`src/rtl/placement_cost_eval.sv`:
```
// Wirelength evaluator: walks the edge list, reads both endpoint positions and accumulates
// Manhattan cost, k-hop cost, longest edge and unplaced/overlap counts. Five cycles per edge.
module placement_cost_eval #(
    parameter int unsigned NODE_W  = 7,
    parameter int unsigned COORD_W = 8,
    parameter int unsigned EDGE_AW = 8,
    parameter int unsigned SUM_W   = 32,
    parameter int unsigned HOP     = 2
) (
    input  logic                      clk,
    input  logic                      reset,
    input  logic                      start,
    input  logic [EDGE_AW:0]          n_edge,
    output logic                      busy,
    output logic                      done,
    output logic                      edge_re,
    output logic [EDGE_AW-1:0]        edge_addr,
    input  logic [NODE_W-1:0]         edge_a,
    input  logic [NODE_W-1:0]         edge_b,
    output logic                      pos_re,
    output logic [NODE_W-1:0]         pos_addr,
    input  logic signed [COORD_W-1:0] pos_x,
    input  logic signed [COORD_W-1:0] pos_y,
    output logic [SUM_W-1:0]          sum_wl,
    output logic [SUM_W-1:0]          sum_hop,
    output logic [COORD_W:0]          max_len,
    output logic [EDGE_AW:0]          unplaced_edges,
    output logic [EDGE_AW:0]          overlap_edges
);

    localparam int unsigned DW = COORD_W + 1;
    localparam logic [COORD_W-1:0] Unplaced = '1;

    typedef enum logic [2:0] {
        StIdle, StEdge, StPosA, StPosB, StDiff, StAcc, StDone
    } state_e;

    state_e             state_q;
    logic [EDGE_AW:0]   n_edge_q;
    logic [EDGE_AW:0]   idx_q;
    logic [NODE_W-1:0]  pos_addr_q;
    logic [COORD_W-1:0] ax_q, ay_q;
    logic [DW-1:0]      dx_q, dy_q;
    logic               unplaced_q, overlap_q;

    // Endpoint A address comes straight from the edge ROM; afterwards the latched B id is held.
    assign pos_addr = (state_q == StPosA) ? edge_a : pos_addr_q;

    logic signed [DW-1:0] ax_ext, ay_ext, bx_ext, by_ext, diff_x, diff_y;
    logic [DW-1:0]        abs_x, abs_y;
    logic                 unplaced_now;
    logic [DW:0]          len;
    logic [31:0]          hop_x, hop_y, hop_inc;
    logic [EDGE_AW:0]     idx_inc;

    always_comb begin
        ax_ext = {ax_q[COORD_W-1], ax_q};
        ay_ext = {ay_q[COORD_W-1], ay_q};
        bx_ext = {pos_x[COORD_W-1], pos_x};
        by_ext = {pos_y[COORD_W-1], pos_y};
        diff_x = ax_ext - bx_ext;
        diff_y = ay_ext - by_ext;
        abs_x  = diff_x[DW-1] ? -diff_x : diff_x;
        abs_y  = diff_y[DW-1] ? -diff_y : diff_y;
        unplaced_now = (ax_q == Unplaced) || (ay_q == Unplaced) ||
                       (pos_x == Unplaced) || (pos_y == Unplaced);
        len     = {1'b0, dx_q} + {1'b0, dy_q};
        hop_x   = (32'(dx_q) + HOP - 1) / HOP;
        hop_y   = (32'(dy_q) + HOP - 1) / HOP;
        hop_inc = hop_x + hop_y - 32'd1;
        idx_inc = idx_q + 1'b1;
    end

    always_ff @(posedge clk or negedge reset) begin
        if (!reset) begin
            state_q        <= StIdle;
            n_edge_q       <= '0;
            idx_q          <= '0;
            pos_addr_q     <= '0;
            ax_q           <= '0;
            ay_q           <= '0;
            dx_q           <= '0;
            dy_q           <= '0;
            unplaced_q     <= 1'b0;
            overlap_q      <= 1'b0;
            busy           <= 1'b0;
            done           <= 1'b0;
            edge_re        <= 1'b0;
            edge_addr      <= '0;
            pos_re         <= 1'b0;
            sum_wl         <= '0;
            sum_hop        <= '0;
            max_len        <= '0;
            unplaced_edges <= '0;
            overlap_edges  <= '0;
        end else begin
            done    <= 1'b0;
            edge_re <= 1'b0;
            pos_re  <= 1'b0;
            case (state_q)
                StIdle: begin
                    if (start) begin
                        n_edge_q       <= n_edge;
                        idx_q          <= '0;
                        busy           <= 1'b1;
                        sum_wl         <= '0;
                        sum_hop        <= '0;
                        max_len        <= '0;
                        unplaced_edges <= '0;
                        overlap_edges  <= '0;
                        if (n_edge == '0) begin
                            state_q <= StDone;
                            done    <= 1'b1;
                        end else begin
                            state_q   <= StEdge;
                            edge_re   <= 1'b1;
                            edge_addr <= '0;
                        end
                    end
                end
                StEdge: begin
                    state_q <= StPosA;
                    pos_re  <= 1'b1;
                end
                StPosA: begin
                    pos_addr_q <= edge_b;
                    pos_re     <= 1'b1;
                    state_q    <= StPosB;
                end
                StPosB: begin
                    ax_q    <= pos_x;
                    ay_q    <= pos_y;
                    state_q <= StDiff;
                end
                StDiff: begin
                    dx_q       <= abs_x;
                    dy_q       <= abs_y;
                    unplaced_q <= unplaced_now;
                    overlap_q  <= !unplaced_now && (abs_x == '0) && (abs_y == '0);
                    state_q    <= StAcc;
                end
                StAcc: begin
                    if (unplaced_q) begin
                        unplaced_edges <= unplaced_edges + 1'b1;
                    end else if (overlap_q) begin
                        overlap_edges <= overlap_edges + 1'b1;
                    end else begin
                        sum_wl  <= sum_wl + SUM_W'(len) - SUM_W'(1);
                        sum_hop <= sum_hop + SUM_W'(hop_inc);
                        if (len > {1'b0, max_len}) begin
                            max_len <= len[DW-1:0];
                        end
                    end
                    idx_q <= idx_inc;
                    if (idx_inc == n_edge_q) begin
                        state_q <= StDone;
                        done    <= 1'b1;
                    end else begin
                        state_q   <= StEdge;
                        edge_re   <= 1'b1;
                        edge_addr <= idx_inc[EDGE_AW-1:0];
                    end
                end
                StDone: begin
                    busy    <= 1'b0;
                    state_q <= StIdle;
                end
                default: state_q <= StIdle;
            endcase
        end
    end

endmodule

```
`config.mk`:
```
export PLATFORM = sky130hd
export DESIGN_NAME = placement_cost_eval
export DESIGN_NICKNAME = d
export VERILOG_FILES = /design/src/rtl/placement_cost_eval.sv
export SDC_FILE = /design/constraint.sdc
export NUM_CORES = 1
export LEC_CHECK = 0
export CAP_MARGIN = 40
export CORE_ASPECT_RATIO = 1.2
export CORE_MARGIN = 3
export CORE_UTILIZATION = 35
export DETAILED_ROUTE_END_ITERATION = 8
export HOLD_SLACK_MARGIN = 0.12
export PLACE_DENSITY = 0.58
export REMOVE_ABC_BUFFERS = 1
export SKIP_LAST_GASP = 1
export SYNTH_ARGS = -nofsm -noshare
export SYNTH_HDL_FRONTEND = slang
export SYNTH_SLANG_ARGS = --single-unit
```
`constraint.sdc`:
```
create_clock -name clk -period 13.6 [get_ports clk]
set_input_delay 2.04 -clock clk [delete_from_list [all_inputs] [get_ports clk]]
set_output_delay 2.04 -clock clk [all_outputs]
set_load 0.02 [all_outputs]
```
# --- Yosys cells after proc, flatten, opt, wreduce, memory -nomap -nowiden ---
# Index checks and enable logic that the tools add are counted.
totals:
  regBits: 167
  latchBits: 0
  ram_bits: 0
  mem_bits_ro: 0
  input_bits: 42
  output_inout_bits: 110
  word_cells: 118
  memories: 0
classes:
  add_sub_neg: 17
  mul: 0
  div_mod_pow: 0
  n_lt_le_gt_ge: 1
  eq_ne: 19
  n_shift: 0
  n_mux: 40
  n_bitwise: 0
  reduce_logical: 21
op_table:
  columns: ["operator", "count"]
  rows:
  - ["two-way mux 32 bit", 5]
  - ["case mux 32 bit (2 select lines)", 2]
  - ["two-way mux 9 bit", 9]
  - ["case mux 9 bit (2 select lines)", 4]
  - ["subtractor 32 x 1 -> 32 bit, second input constant", 2]
  - ["adder 31 x 31 -> 32 bit", 1]
  - ["adder 32 x 10 -> 32 bit", 1]
  - ["adder 32 bit", 1]
  - ["equality test 8 bit, second input constant", 4]
  - ["adder 9 x 1 -> 9 bit, second input constant", 3]
  - ["logical NOT 9 bit", 3]
  - ["two-way mux 8 bit", 3]
  - ["subtractor 10 x 1 -> 11 bit, second input constant", 2]
  - ["adder 9 x 2 -> 10 bit, second input constant", 2]
  - ["negator 9 bit", 2]
  - ["case mux 3 bit (6 select lines)", 1]
  - ["subtractor 8 x 8 -> 9 bit", 2]
  - ["!= test 2 bit, second input constant", 8]
  - ["case mux 8 bit (2 select lines)", 1]
  - ["AND reduction 4 bit", 3]
  - ["adder 9 x 9 -> 10 bit", 1]
  - ["greater-than comparator 10 x 9 -> 1 bit", 1]
  - ["equality test 3 bit, second input constant", 3]
  - ["equality test 9 bit", 1]
  - ["15 further kinds", 33]

# --- Logic depth before layout (Yosys ltp) ---
# Gate-level depths: netlist (run 1).
logic_depth:
  word_depth: 8
  ltp_mapped: 24
  mapped_depth_nobuf: 24

# --- Least setup slack after synthesis (run 1) ---
# OpenSTA, ideal clock, no wires.
synth_timing:
  kind: "register -> register"
  from: "register dx_q[0]"
  to: "register sum_wl[28]"
  setup_time_ns: 0.138
  arrival_ns: 4.220
  required_time_ns: 13.462
  setup_slack_ns: 9.242
  path_stages_with_launch: 25
  path_cell_list: "dfrtp_1 > ha_1 > inv_1 > fa_1 > inv_1 > a21oi_1 > o21bai_1 > a21o_1 > a21o_1 > a21o_1 > a21oi_1 > xnor2_1 > inv_1 > ha_1 > inv_1 > ha_1 > and4_1 > o2111a_1 > o21a_1 > o21ba_1 > o31ai_1 > o211ai_1 > a211oi_1 > xor2_1 > o22ai_1"
synth_between:
  elab_chain_cells: 6
synth_rtl:
  columns: ["item", "line_no", "text"]
  rows:
  - ["from (decl)", "43", "logic [DW-1:0] dx_q, dy_q;"]
  - ["from (signal assigned)", "136", "dx_q <= abs_x;"]
  - ["adder 9 x 9 -> 10 bit", "67", "len = {1'b0, dx_q} + {1'b0, dy_q};"]
  - ["adder 32 x 10 -> 32 bit", "148", "sum_wl <= sum_wl + SUM_W'(len) - SUM_W'(1);"]
  - ["subtractor 32 x 1 -> 32 bit", "148", null]
  - ["two-way mux 32 bit", "145", "end else if (overlap_q) begin"]
  - ["two-way mux 32 bit", "143", "if (unplaced_q) begin"]
  - ["case mux 32 bit (2 select lines)", "100", "case (state_q)"]
  - ["to (signal assigned)", "148", null]
  - ["to (decl)", "24", "output logic [SUM_W-1:0] sum_wl,"]
# Every way passes these cells. The select of a mux whose other input is x is not followed.
# A chain may end at the register's enable or synchronous reset.

# --- Worst setup path after layout (run 1) ---
layout_timing:
  from: "input edge_a[1]"
  to: "output pos_addr[1]"
layout_between:
  elab_chain_cells: 1
layout_rtl:
  columns: ["item", "line_no", "text"]
  rows:
  - ["from (decl)", "18", "input logic [NODE_W-1:0] edge_a,"]
  - ["two-way mux 7 bit", "47", "assign pos_addr = (state_q == StPosA) ? edge_a : pos_addr_q;"]
  - ["to (decl)", "21", "output logic [NODE_W-1:0] pos_addr,"]
# Every way passes these cells.

==> results.txt, run 1 <==
----------------------------------------------------
[Timing]
  Slew of the pin with the lowest slew margin ... approximately 0.79 ns
  Period utilization ... between 30% and 40%
  Worst hold slack ... 0.465 ns
  Final hold violation count ... 0
  Setup WS post-layout ... around 8.3 ns
  Worst clock skew ... approximately 0.011 ns
  Setup Total Neg Slack ... 0 ns
  Number of endpoints failing setup at the final stage ... 0
  Post-layout min period ... 5.25 ns
  Fmax ... about 190 MHz
  RSZ-0062 raised after global routing ... no
  Relative slew slack ... 46.6%
  Final number of max-transition violations ... 0

[Global routing]
  Number of global-route vias before repair ... 10,770
  Gr usage total ... about 16%
  Initial antenna violation count ... 0
  Global-route wire length before repair ... around 54 mm
  Pin count of the biggest net entering global routing ... 69
  Grt total ovfl ... 0

[Yosys]
  Cell count after synthesis ... 1,493
  Total number of yosys warnings ... 0
  Post-synth design cell area ... 12,900 um^2
  Top cell type by total area after synthesis ... dfrtp_1
  Cell with the most instances after synthesis ... nand2_1
  Unique cell type count in the Yosys netlist ... a little under 90
  Proportion of register bits with asynchronous set or reset after synthesis ... between 90% and 100%
  Leading post-synthesis cells by cell area ... dfrtp_1 (32%), ha_1 (14%), nand2_1 (5.0%), xor2_1 (4.8%), o21ai_0 (4.8%)
  Number of flip-flops and latches in the synthesized netlist ... roughly 170
  Post-synthesis area per instance ... about 8.6 um^2
  Proportion of synthesized chip area in sequential cells ... between 30% and 40%
  Number of synthesized flops with an enable pin ... 0
  Most used flip-flop cell after synthesis ... dfrtp_1
  Leading cell types by count after synthesis ... nand2_1 (172), dfrtp_1 (167), inv_1 (155)
  Area share of the largest cell type after synthesis ... about a third

[Min path]
  Hold Path Stages ... 2
  Hold crit path type ... reg2reg

[Detailed routing]
  First-pass iteration count of the detailed router ... 5
  Post-route antenna net violation count ... 0
  Drt drc ... 0
  Routed Wire Length ... around 31 mm
  Initial detailed-routing violation count ... around 520
  Vias/cell ... approximately 5
  Count of vias placed by the detailed router ... 10,746
  Routed wirelength normalized by instance count ... between 10 and 15 um

[Worst setup path]
  Worst EP arrival ... about 3.2 ns
  Required arrival time at the worst endpoint ... 11.56 ns
  Startpoint type of the worst setup path ... input pin
  Crit Path Class ... in2out
  Crit end category ... output pin
  Crit path max fanout ... 1
  Register-to-Register Path Depth ... 24

[Finish]
  Fillers ... 3,595
  Registers with the highest flip-flop counts ... sum_hop (32), sum_wl (32)
  Total area of multi-input combinational cells ... between 7000 and 8000 um^2
  Number of antenna cells inserted ... 0
  Proportion of layout cells with a drive suffix above 1 ... 5.22%
  Number of nets in the layout ... 1,832
  FF+latch area ... approximately 4200 um^2
  Final design utilization ... 43.2%
  Area Growth Syn to Fin ... 20.9%

[Floorplanning]
  Overall die height ... 216 um
  Standard cell core area ... between 30,000 and 40,000 um^2
  Horizontal die dimension ... roughly 180 um
  Count of boundary I/O pins ... roughly 150
  Starting utilization of the core area ... between 30 and 40%
  Die area ... ~40,000 um^2
  Number of placement rows ... 76

[Clocking]
  Max Buffers Root-to-Sink ... 2
  Clock slew at reported path FFs ... 0.07 ns
  Clock latency on the worst-skew pair ... 0.45 ns
  Cts-stage hold buffer count ... 0
  Number of clock buffers inserted by TritonCTS ... 17
  Root Buffer Master ... clkbuf_16
  H-tree Lvls ... 4
  Buffers inserted during post-CTS setup optimization ... 0
  Number of clock sinks ... 167
  Clock tree from TritonCTS ... done
  Post-CTS Resized ... 0

[Placed design]
  RePlAce Congestion ... just under 0.9
  Total of buffers placed on input and output ports ... ~150
  HPWL after detailed placement ... approximately 24 mm
  Pre-CTS setup slack ... ~8.3 ns

[Status]
  Result of the run ... completed

[Run]
  Reported max-cap violation count ... 0

----------------------------------------------------
final cells by class:
class | instances | share of cell area [%]
Multi-Input combinational cell | 1127 | 50.8
Sequential cell | 167 | 26.8
Timing Repair Buffer | 165 | 10.8
Inverter | 156 | 3.76
Tap cell | 468 | 3.76
Clock buffer | 17 | 2.73
Clock inverter | 15 | 1.31
placed cells by master (no fill, tap or decap), types with 4 or more instances in the layout:
| cell | netlist | routed |
|---|---|---|
| a211oi_1 | 13 | 13 |
| a211oi_2 | 4 | 4 |
| a21o_1 | 36 | 36 |
| a21oi_1 | 69 | 69 |
| a221o_1 | 5 | 5 |
| a22o_1 | 10 | 10 |
| a31oi_1 | 10 | 10 |
| and2_1 | 6 | 6 |
| and3_1 | 26 | 26 |
| buf_4 | 2 | 10 |
| clkbuf_16 | 0 | 17 |
| clkdlybuf4s50_1 | 0 | 150 |
| dfrtp_1 | 167 | 167 |
| fa_1 | 13 | 13 |
| ha_1 | 143 | 143 |
| inv_1 | 155 | 155 |
| inv_6 | 0 | 6 |
| inv_8 | 0 | 4 |
| mux2_2 | 10 | 10 |
| mux2i_1 | 7 | 7 |
| nand2_1 | 172 | 172 |
| nand2b_1 | 8 | 8 |
| nand3_1 | 84 | 83 |
| nand4_1 | 24 | 24 |
| nor2_1 | 71 | 71 |
| nor2b_1 | 13 | 13 |
| nor3_1 | 18 | 17 |
| nor3b_1 | 4 | 4 |
| nor4_1 | 5 | 5 |
| o211ai_1 | 5 | 5 |
| o21a_1 | 22 | 22 |
| o21ai_0 | 123 | 123 |
| o21ai_1 | 5 | 5 |
| o21bai_1 | 6 | 6 |
| o22ai_1 | 13 | 13 |
| o31ai_1 | 10 | 10 |
| or3_1 | 12 | 11 |
| xnor2_1 | 47 | 47 |
| xor2_1 | 71 | 71 |
critical path: stages:
cell and delay [ns]:
clkdlybuf4s50_1 0.45, nand2_1 0.04, nand2_1 0.06, clkdlybuf4s50_1 0.61
worst paths after layout:
path	to	start	slack, ns
worst min register to register	pos_addr_q[2]	pos_addr_q[2]	0.47
worst min-delay path	pos_addr_q[2]	pos_addr_q[2]	0.47
max in group asynchronous	overlap_edges[8]	reset	11.17
worst max register to register	sum_wl[30]	dx_q[0]	8.61
worst max-delay path	pos_addr[1]	edge_a[1]	8.35
min in group asynchronous	sum_wl[15]	reset	1.48
layer usage:
layer | global-route usage, % | wire, um | vias to the layer above | share of wire [%]
li1 | - | - | 5531 | -
met1 | 20.9 | 14600 | 5036 | 46
met2 | 28.6 | 15300 | 149 | 49
met3 | 2.57 | 971 | 30 | 3.1
met4 | 5.28 | 589 | 0 | 1.9
met5 | 0 | 0 | - | 0
logic make-up (layout without fill, tap and decap cells):
family,after synthesis,count (layout),share of synthesized area (%)
buffers and inverters,199,353,6.19
flip-flops,167,167,32.4
adder cells (fa/ha/maj),156,156,15.9
AND/OR/NAND/NOR,464,464,17.2
XOR/XNOR,119,119,8.14
multiplexers,17,17,1.42
AO/OA/AOI/OAI,371,371,18.8
metrics by stage:
stage | instances | area [um^2]
2_1_floorplan | 1450 | 12700
4_1_cts | 2115 | 15600
3_3_place_gp | 2078 | 14900
5_1_grt | 2115 | 15600
6_report | 2115 | 15600
3_5_place_dp | 2083 | 15000
Power of run 1 is not shown: default switching activity piles up to over one toggle a cycle in this logic, so the estimate is an artifact.
==> inputs of run 2 (changes only) <==
--- a/config.mk
+++ b/config.mk
@@ -11,7 +11,7 @@
 export CORE_UTILIZATION = 35
 export DETAILED_ROUTE_END_ITERATION = 8
 export HOLD_SLACK_MARGIN = 0.12
-export PLACE_DENSITY = 0.58
+export PLACE_DENSITY = 0.6
 export REMOVE_ABC_BUFFERS = 1
 export SKIP_LAST_GASP = 1
 export SYNTH_ARGS = -nofsm -noshare
==> constraint.sdc (replaced) <==
create_clock -name clk -period 4.45 [get_ports clk]
set_input_delay 0.6675 -clock clk [delete_from_list [all_inputs] [get_ports clk]]
set_output_delay 0.6675 -clock clk [all_outputs]
set_load 0.02 [all_outputs]
==> run 2 against run 1 <==
  * Register-to-register slack lost 8.5 ns
  * Count of clock-buffer cells in the layout grew 2
  * First-iteration DRC count grew 16%
  * Global-route usage grew 0.075 points
  * Design area grew 2.9%
  * Worst setup slack lost 8.2 ns
  * Critical path depth grew 20
  * Largest cell class unchanged
==> results.txt, run 2 (same netlist as run 1, synthesis figures left out) <==
----------------------------------------------------
[Clocking]
  Root Buffer Master ... clkbuf_16
  Clock tree from TritonCTS ... done
  Max Buffers Root-to-Sink ... 2 (unchanged)
  H-tree Lvls ... 4 (unchanged)
  Number of clock buffers inserted by TritonCTS ... 17 (unchanged)
  Number of clock sinks ... 167 (unchanged)
  Clock latency on the worst-skew pair ... 0.45 ns (about the same)
  Clock slew at reported path FFs ... 0.07 ns (about the same)

[Finish]
  Total area of multi-input combinational cells ... 8090 um^2 (+2.0%)
  Number of non-filler instances in the completed layout ... 2,154 (+1.8%)
  Area Growth Syn to Fin ... 24.4%
  Fillers ... 3,637 (+1.2%)
  Number of antenna cells inserted ... 0 (unchanged)
  FF+latch area ... 4180 um^2 (unchanged)
  Number of nets in the layout ... 1,871 (+2.1%)
  Registers with the highest flip-flop counts ... sum_hop (32), sum_wl (32)
  Layout Cell Area excl Fill ... 16,000 um^2 (+2.9%)
  Most used cells in the layout excluding fill and tap cells ... nand2_1 (172), dfrtp_1 (167), inv_1 (152)
  Proportion of layout cells with a drive suffix above 1 ... 8.84% (+3.6 points)
  Commonest non-fill, non-tap cell in the layout ... nand2_1

[Floorplanning]
  Standard cell core area ... 36,100 um^2 (unchanged)
  Overall die height ... 216 um (unchanged)
  Count of boundary I/O pins ... 152 (unchanged)
  Die area ... 39,200 um^2 (unchanged)
  Number of placement rows ... 76 (unchanged)
  Horizontal die dimension ... 181 um (unchanged)
  Starting utilization of the core area ... 35.7% (unchanged)

[Placed design]
  Total of buffers placed on input and output ports ... 151 (unchanged)
  Placed cell areas ... 15,200 um^2 (+1.7%)
  RePlAce Congestion ... 0.836 (-4.6%)
  HPWL after detailed placement ... 24.7 mm (+2.9%)
  Placed cells ... 2,116 (+1.6%)

[Global routing]
  GRT busiest layer ... met2
  Pin count of the biggest net entering global routing ... 99 (+43%)
  Gr usage total ... 16.5% (+0.075 points)
  Met2 routing resource usage after global routing ... 29.3% (+0.79 points)
  Grt total ovfl ... 0 (unchanged)
  Global-route wire length before repair ... 53.7 mm (+0.28%)
  Global-route track usage on met3 ... 3.16% (+0.59 points)
  Initial antenna violation count ... 0 (unchanged)
  Global routing met1 resource utilization ... 20.3% (-0.57 points)
  Number of global-route vias before repair ... 10,883 (+1.0%)

[Worst setup path]
  Crit Path Class ... reg2reg
  Register-to-Register Path Depth ... 24 (unchanged)
  Capture point of the critical path ... sum_wl[28]
  Endpoint of the worst register-to-register path ... sum_wl[28]
  Crit path max fanout ... 5 (+4)
  Internal reg-to-reg setup slack ... 0.14 ns (-8.47 ns)
  Crit end category ... flop
  Reg-to-reg critical path startpoint ... dx_q[0]
  Worst Setup SP ... dx_q[0]
  Required arrival time at the worst endpoint ... 4.77 ns (-6.79 ns)
  Worst EP arrival ... 4.63 ns (+1.42 ns)
  Startpoint type of the worst setup path ... flop

[Timing]
  Number of endpoints failing setup at the final stage ... 0 (unchanged)
  Worst clock skew ... 0.0102 ns (-0.000632 ns)
  Post-layout min period ... approximately 4.3 ns
  Slew of the pin with the lowest slew margin ... 0.736 ns (-0.0580 ns)
  Relative slew slack ... 50.5% (+3.9 points)
  RSZ-0062 raised after global routing ... yes
  Final number of max-transition violations ... 0 (unchanged)
  Period utilization ... 96.8%
  Final hold violation count ... 0 (unchanged)
  Fmax ... between 200 and 250 MHz

[Run]
  Reported max-cap violation count ... 0 (unchanged)

[Detailed routing]
  First-pass iteration count of the detailed router ... 5 (unchanged)
  Post-route antenna net violation count ... 0 (unchanged)
  Routed wirelength normalized by instance count ... 15.1 um (+1.2%)
  Count of vias placed by the detailed router ... 11,014 (+2.5%)
  Initial detailed-routing violation count ... 609 (+16%)
  Vias/cell ... 5.11 (+0.64%)
  Drt drc ... 0 (unchanged)
  Routed Wire Length ... 32.4 mm (+3.1%)

[Min path]
  Hold Startpoint ... pos_addr_q[1]
  Hold crit path type ... reg2reg

[Status]
  Result of the run ... completed

----------------------------------------------------
[run 2: changes by cell type in the layout (fill, tap and decap cells not counted), sizes merged]
cell,before,now
buf,15,53
inv,166,163
clkbuf,17,19
clkinvlp,1,2
dlygate4sd3,0,1
[run 2: final cells by class]
| type | instances | share of cell area [%] |
|---|---|---|
| tap | 468 | 3.65 |
| multi-input combinational | 1127 | 50.4 |
| sequential | 167 | 26.0 |
| clock buffer | 19 | 2.76 |
| inverter | 156 | 3.65 |
| timing repair buffer | 204 | 12.3 |
| clock inverter | 13 | 1.14 |
[run 2: how the worst min path moves through the flow]
stage | endpoint | slack (ns) | cells past startpoint
2_1_floorplan | ax_q[0] | 0.37 | 0
3_3_place_gp | pos_addr_q[3] | 0.45 | 2
3_5_place_dp | pos_addr_q[1] | 0.46 | 2
4_1_cts | pos_addr_q[1] | 0.47 | 2
5_1_grt | pos_addr_q[1] | 0.50 | 2
6_report | pos_addr_q[1] | 0.47 | 2
[run 2: per-layer routing]
metal / vias to the layer above / share of wire [%]
met5: - / 0
met4: 0 / 1.7
met3: 26 / 3.1
met2: 147 / 50
met1: 5246 / 45
li1: 5595 / -
[run 2: critical path, stage by stage (launching register included)]
cell,delay (ns)
dfrtp_1,0.38
ha_2,0.19
inv_2,0.05
fa_2,0.20
inv_2,0.04
a21oi_2,0.11
o21bai_1,0.09
a21o_1,0.19
a21o_1,0.16
a21o_1,0.19
a21oi_2,0.18
xnor2_2,0.14
inv_1,0.07
ha_1,0.19
inv_1,0.05
ha_1,0.25
a21oi_1,0.21
o21ai_1,0.14
o2bb2ai_2,0.17
o21ba_4,0.21
o31ai_4,0.22
o211ai_1,0.19
a211oi_2,0.29
xor2_1,0.18
o22ai_1,0.08
[run 2: per-stage QoR]
step                      setup WS, ns  TNS [ns]  util, %  hold slack, ns
after CTS                       0.0197         0     44.0           0.474
after detailed placement        -0.162    -0.383     42.1           0.458
after global placement          -0.104    -0.253     41.8           0.450
after global routing            -0.239    -0.866     44.4           0.495
after floorplan                 0.0160         0        -           0.372
final                            0.142         0     44.4           0.466
[run 2: repair_timing]
action,4_1_cts,5_1_grt
endpoints found under the setup margin,4,18
endpoints found under the hold margin,31,0
pin swaps,14,26
setup buffers,2,3
hold buffers,1,0
gates resized for setup,9,27
Power of run 2 is left out for the same reason.
==> inputs of run 3 (changes only) <==
--- a/config.mk
+++ b/config.mk
@@ -14,6 +14,7 @@
 export PLACE_DENSITY = 0.6
 export REMOVE_ABC_BUFFERS = 1
 export SKIP_LAST_GASP = 1
+export SLEW_MARGIN = 15
 export SYNTH_ARGS = -nofsm -noshare
 export SYNTH_HDL_FRONTEND = slang
 export SYNTH_SLANG_ARGS = --single-unit
==> run 3 against run 2 <==
  * Count of clock-buffer cells in the layout is 2 lower
  * Die area stayed put
  * Worst hold slack better by 0.0044 ns
  * Clock skew is 0.0024 ns higher
  * Core utilization hardly changed
  * Critical path type unchanged
  * Critical path depth stayed put
  * First-iteration DRC count is 4.6% lower
  * Sequential share of layout area hardly changed
  * Sequential cell count stayed put
  * Register-to-register slack better by 0.02 ns
==> results.txt, run 3 (same netlist as run 1, synthesis figures left out) <==
----------------------------------------------------
[Detailed routing]
  Routed Wire Length ... 32.3 mm (-0.26%)
  Routed wirelength normalized by instance count ... 15.0 um (-0.26%)
  Drt drc ... 0 (unchanged)
  Vias/cell ... 5.10 (-0.35%)
  First-pass iteration count of the detailed router ... 5 (unchanged)
  Initial detailed-routing violation count ... 581 (-4.6%)
  Post-route antenna net violation count ... 0 (unchanged)
  Count of vias placed by the detailed router ... 10,975 (-0.35%)

[Floorplanning]
  Count of boundary I/O pins ... 152 (unchanged)
  Horizontal die dimension ... 181 um (unchanged)
  Overall die height ... 216 um (unchanged)
  Die area ... 39,200 um^2 (unchanged)
  Number of placement rows ... 76 (unchanged)
  Starting utilization of the core area ... 35.7% (unchanged)
  Standard cell core area ... 36,100 um^2 (unchanged)

[Run]
  Reported max-cap violation count ... 0 (unchanged)

[Timing]
  Post-layout min period ... 4.29 ns (-0.0198 ns)
  RSZ-0062 raised after global routing ... yes
  Slew of the pin with the lowest slew margin ... 0.719 ns (-0.0173 ns)
  Number of endpoints failing setup at the final stage ... 0 (unchanged)
  Relative slew slack ... 51.6% (+1.2 points)
  Final number of max-transition violations ... 0 (unchanged)
  Fmax ... 233 MHz (+0.46%)
  Worst hold slack ... 0.470 ns (+0.00439 ns)
  Final hold violation count ... 0 (unchanged)
  Worst clock skew ... 0.0127 ns (+0.00244 ns)
  Period utilization ... 96.4% (-0.44 points)

[Worst setup path]
  Critical path buffers and inverters ... 4 (unchanged)
  Worst EP arrival ... 4.62 ns (about the same)
  Crit end category ... flop
  Highest cell delay on the worst timing path ... 0.39 ns (about the same)
  Startpoint type of the worst setup path ... flop
  Crit path max fanout ... 3 (-2)
  CP top delay family ... compound AO/OA/AOI/OAI gates
  Cells traversed along the worst timing path ... ha_2, inv_2, fa_2, inv_2, a21oi_2, o21bai_1, a21o_1, a21o_1, a21o_1, a21oi_2, xnor2_2, inv_1, ha_1, inv_2, ha_4, and4_4, o2111a_1, o21a_1, o21ba_4, o31ai_4, o211ai_1, a211oi_2, xor2_1, o22ai_1
  Crit Path Class ... reg2reg
  CP max-delay cell ... dfrtp_1
  Required arrival time at the worst endpoint ... 4.78 ns (about the same)

[Min path]
  Hold crit path type ... reg2reg

[Finish]
  Proportion of layout cells with a drive suffix above 1 ... 9.19% (+0.36 points)
  Final design utilization ... 44.4% (about the same)
  Number of antenna cells inserted ... 0 (unchanged)
  Commonest non-fill, non-tap cell in the layout ... nand2_1
  Registers with the highest flip-flop counts ... sum_hop (32), sum_wl (32)
  Number of non-filler instances in the completed layout ... 2,154 (unchanged)
  Most used cells in the layout excluding fill and tap cells ... nand2_1 (172), dfrtp_1 (167), inv_1 (152)
  Number of nets in the layout ... 1,871 (unchanged)
  Area Growth Syn to Fin ... 24.5% (about the same)

[Clocking]
  Max Buffers Root-to-Sink ... 2 (unchanged)
  Number of clock sinks ... 167 (unchanged)
  Clock latency on the worst-skew pair ... 0.45 ns (about the same)
  Root Buffer Master ... clkbuf_16
  Clock slew at reported path FFs ... 0.08 ns (about the same)
  Clock tree from TritonCTS ... done
  H-tree Lvls ... 4 (unchanged)
  Number of clock buffers inserted by TritonCTS ... 17 (unchanged)

[Placed design]
  HPWL after detailed placement ... 24.7 mm (about the same)
  RePlAce Congestion ... 0.836 (unchanged)
  Placed cells ... 2,116 (unchanged)
  Total of buffers placed on input and output ports ... 151 (unchanged)

[Status]
  Result of the run ... completed

[Global routing]
  Grt total ovfl ... 0 (unchanged)
  Pin count of the biggest net entering global routing ... 79 (-20%)
  Number of global-route vias before repair ... 11,002 (+1.1%)
  Global-route wire length before repair ... 54.2 mm (+0.83%)
  Gr usage total ... 16.6% (+0.073 points)
  Initial antenna violation count ... 0 (unchanged)

----------------------------------------------------
[run 3: final cells by class]
type                            count  area [um^2]
Clock buffer                       17          425
Inverter                          156          586
Multi-Input combinational cell   1127         8120
Sequential cell                   167         4180
Fill cell                        3595        20100
Clock inverter                     15          176
Timing Repair Buffer              204         1980
Tap cell                          468          586
[run 3: routing by layer]
| layer | vias to the layer above | part of all wire, % | track usage [%] |
|---|---|---|---|
| li1 | 5594 | - | - |
| met1 | 5202 | 45 | 20.4 |
| met2 | 150 | 50 | 29.6 |
| met3 | 29 | 3.1 | 2.75 |
| met4 | 0 | 1.7 | 5.08 |
| met5 | - | 0 | 0 |
[run 3: worst paths after layout]
check                                   start       endpoint  slack, ns  cells past startpoint
worst min-delay path            pos_addr_q[1]  pos_addr_q[1]       0.47                      2
worst min register to register  pos_addr_q[1]  pos_addr_q[1]       0.47                      2
min in group asynchronous               reset    sum_hop[21]       0.67                      2
worst max-delay path                  dy_q[0]     sum_wl[28]       0.16                     24
worst max register to register        dy_q[0]     sum_wl[28]       0.16                     24
max in group asynchronous               reset        ax_q[5]       3.02                      3
[run 3: through the flow]
| stage | setup TNS [ns] | setup WS (ns) | instance area (um^2) |
|---|---|---|---|
| 2_1_floorplan | 0 | 0.0160 | 12700 |
| 3_3_place_gp | -0.253 | -0.104 | 15100 |
| 3_5_place_dp | -0.428 | -0.150 | 15200 |
| 4_1_cts | 0 | 0.00837 | 15900 |
| 5_1_grt | -0.146 | -0.0749 | 16100 |
| 6_report | 0 | 0.162 | 16100 |
[run 3: timing repair]
| action | 4_1_cts | 5_1_grt |
|---|---|---|
| hold buffers | 1 | 0 |
| pin swaps | 8 | 24 |
| setup endpoints to repair | 5 | 18 |
| buffers inserted | 1 | 4 |
| endpoints found under the hold margin | 31 | 0 |
| gates resized for setup | 9 | 32 |
[run 3: worst register-to-register path: cells and delay by family, from the launching register on]
| family | cells | cell delay [ns] |
|---|---|---|
| AOI/OAI and AO/OA | 13 | 2.19 |
| adders and majority gates | 4 | 0.88 |
| DFF | 1 | 0.39 |
| xor gates and xnor gates | 2 | 0.31 |
| buffers and inverters | 4 | 0.24 |
| and+or+nand+nor | 1 | 0.17 |
Power of run 3 is left out for the same reason.
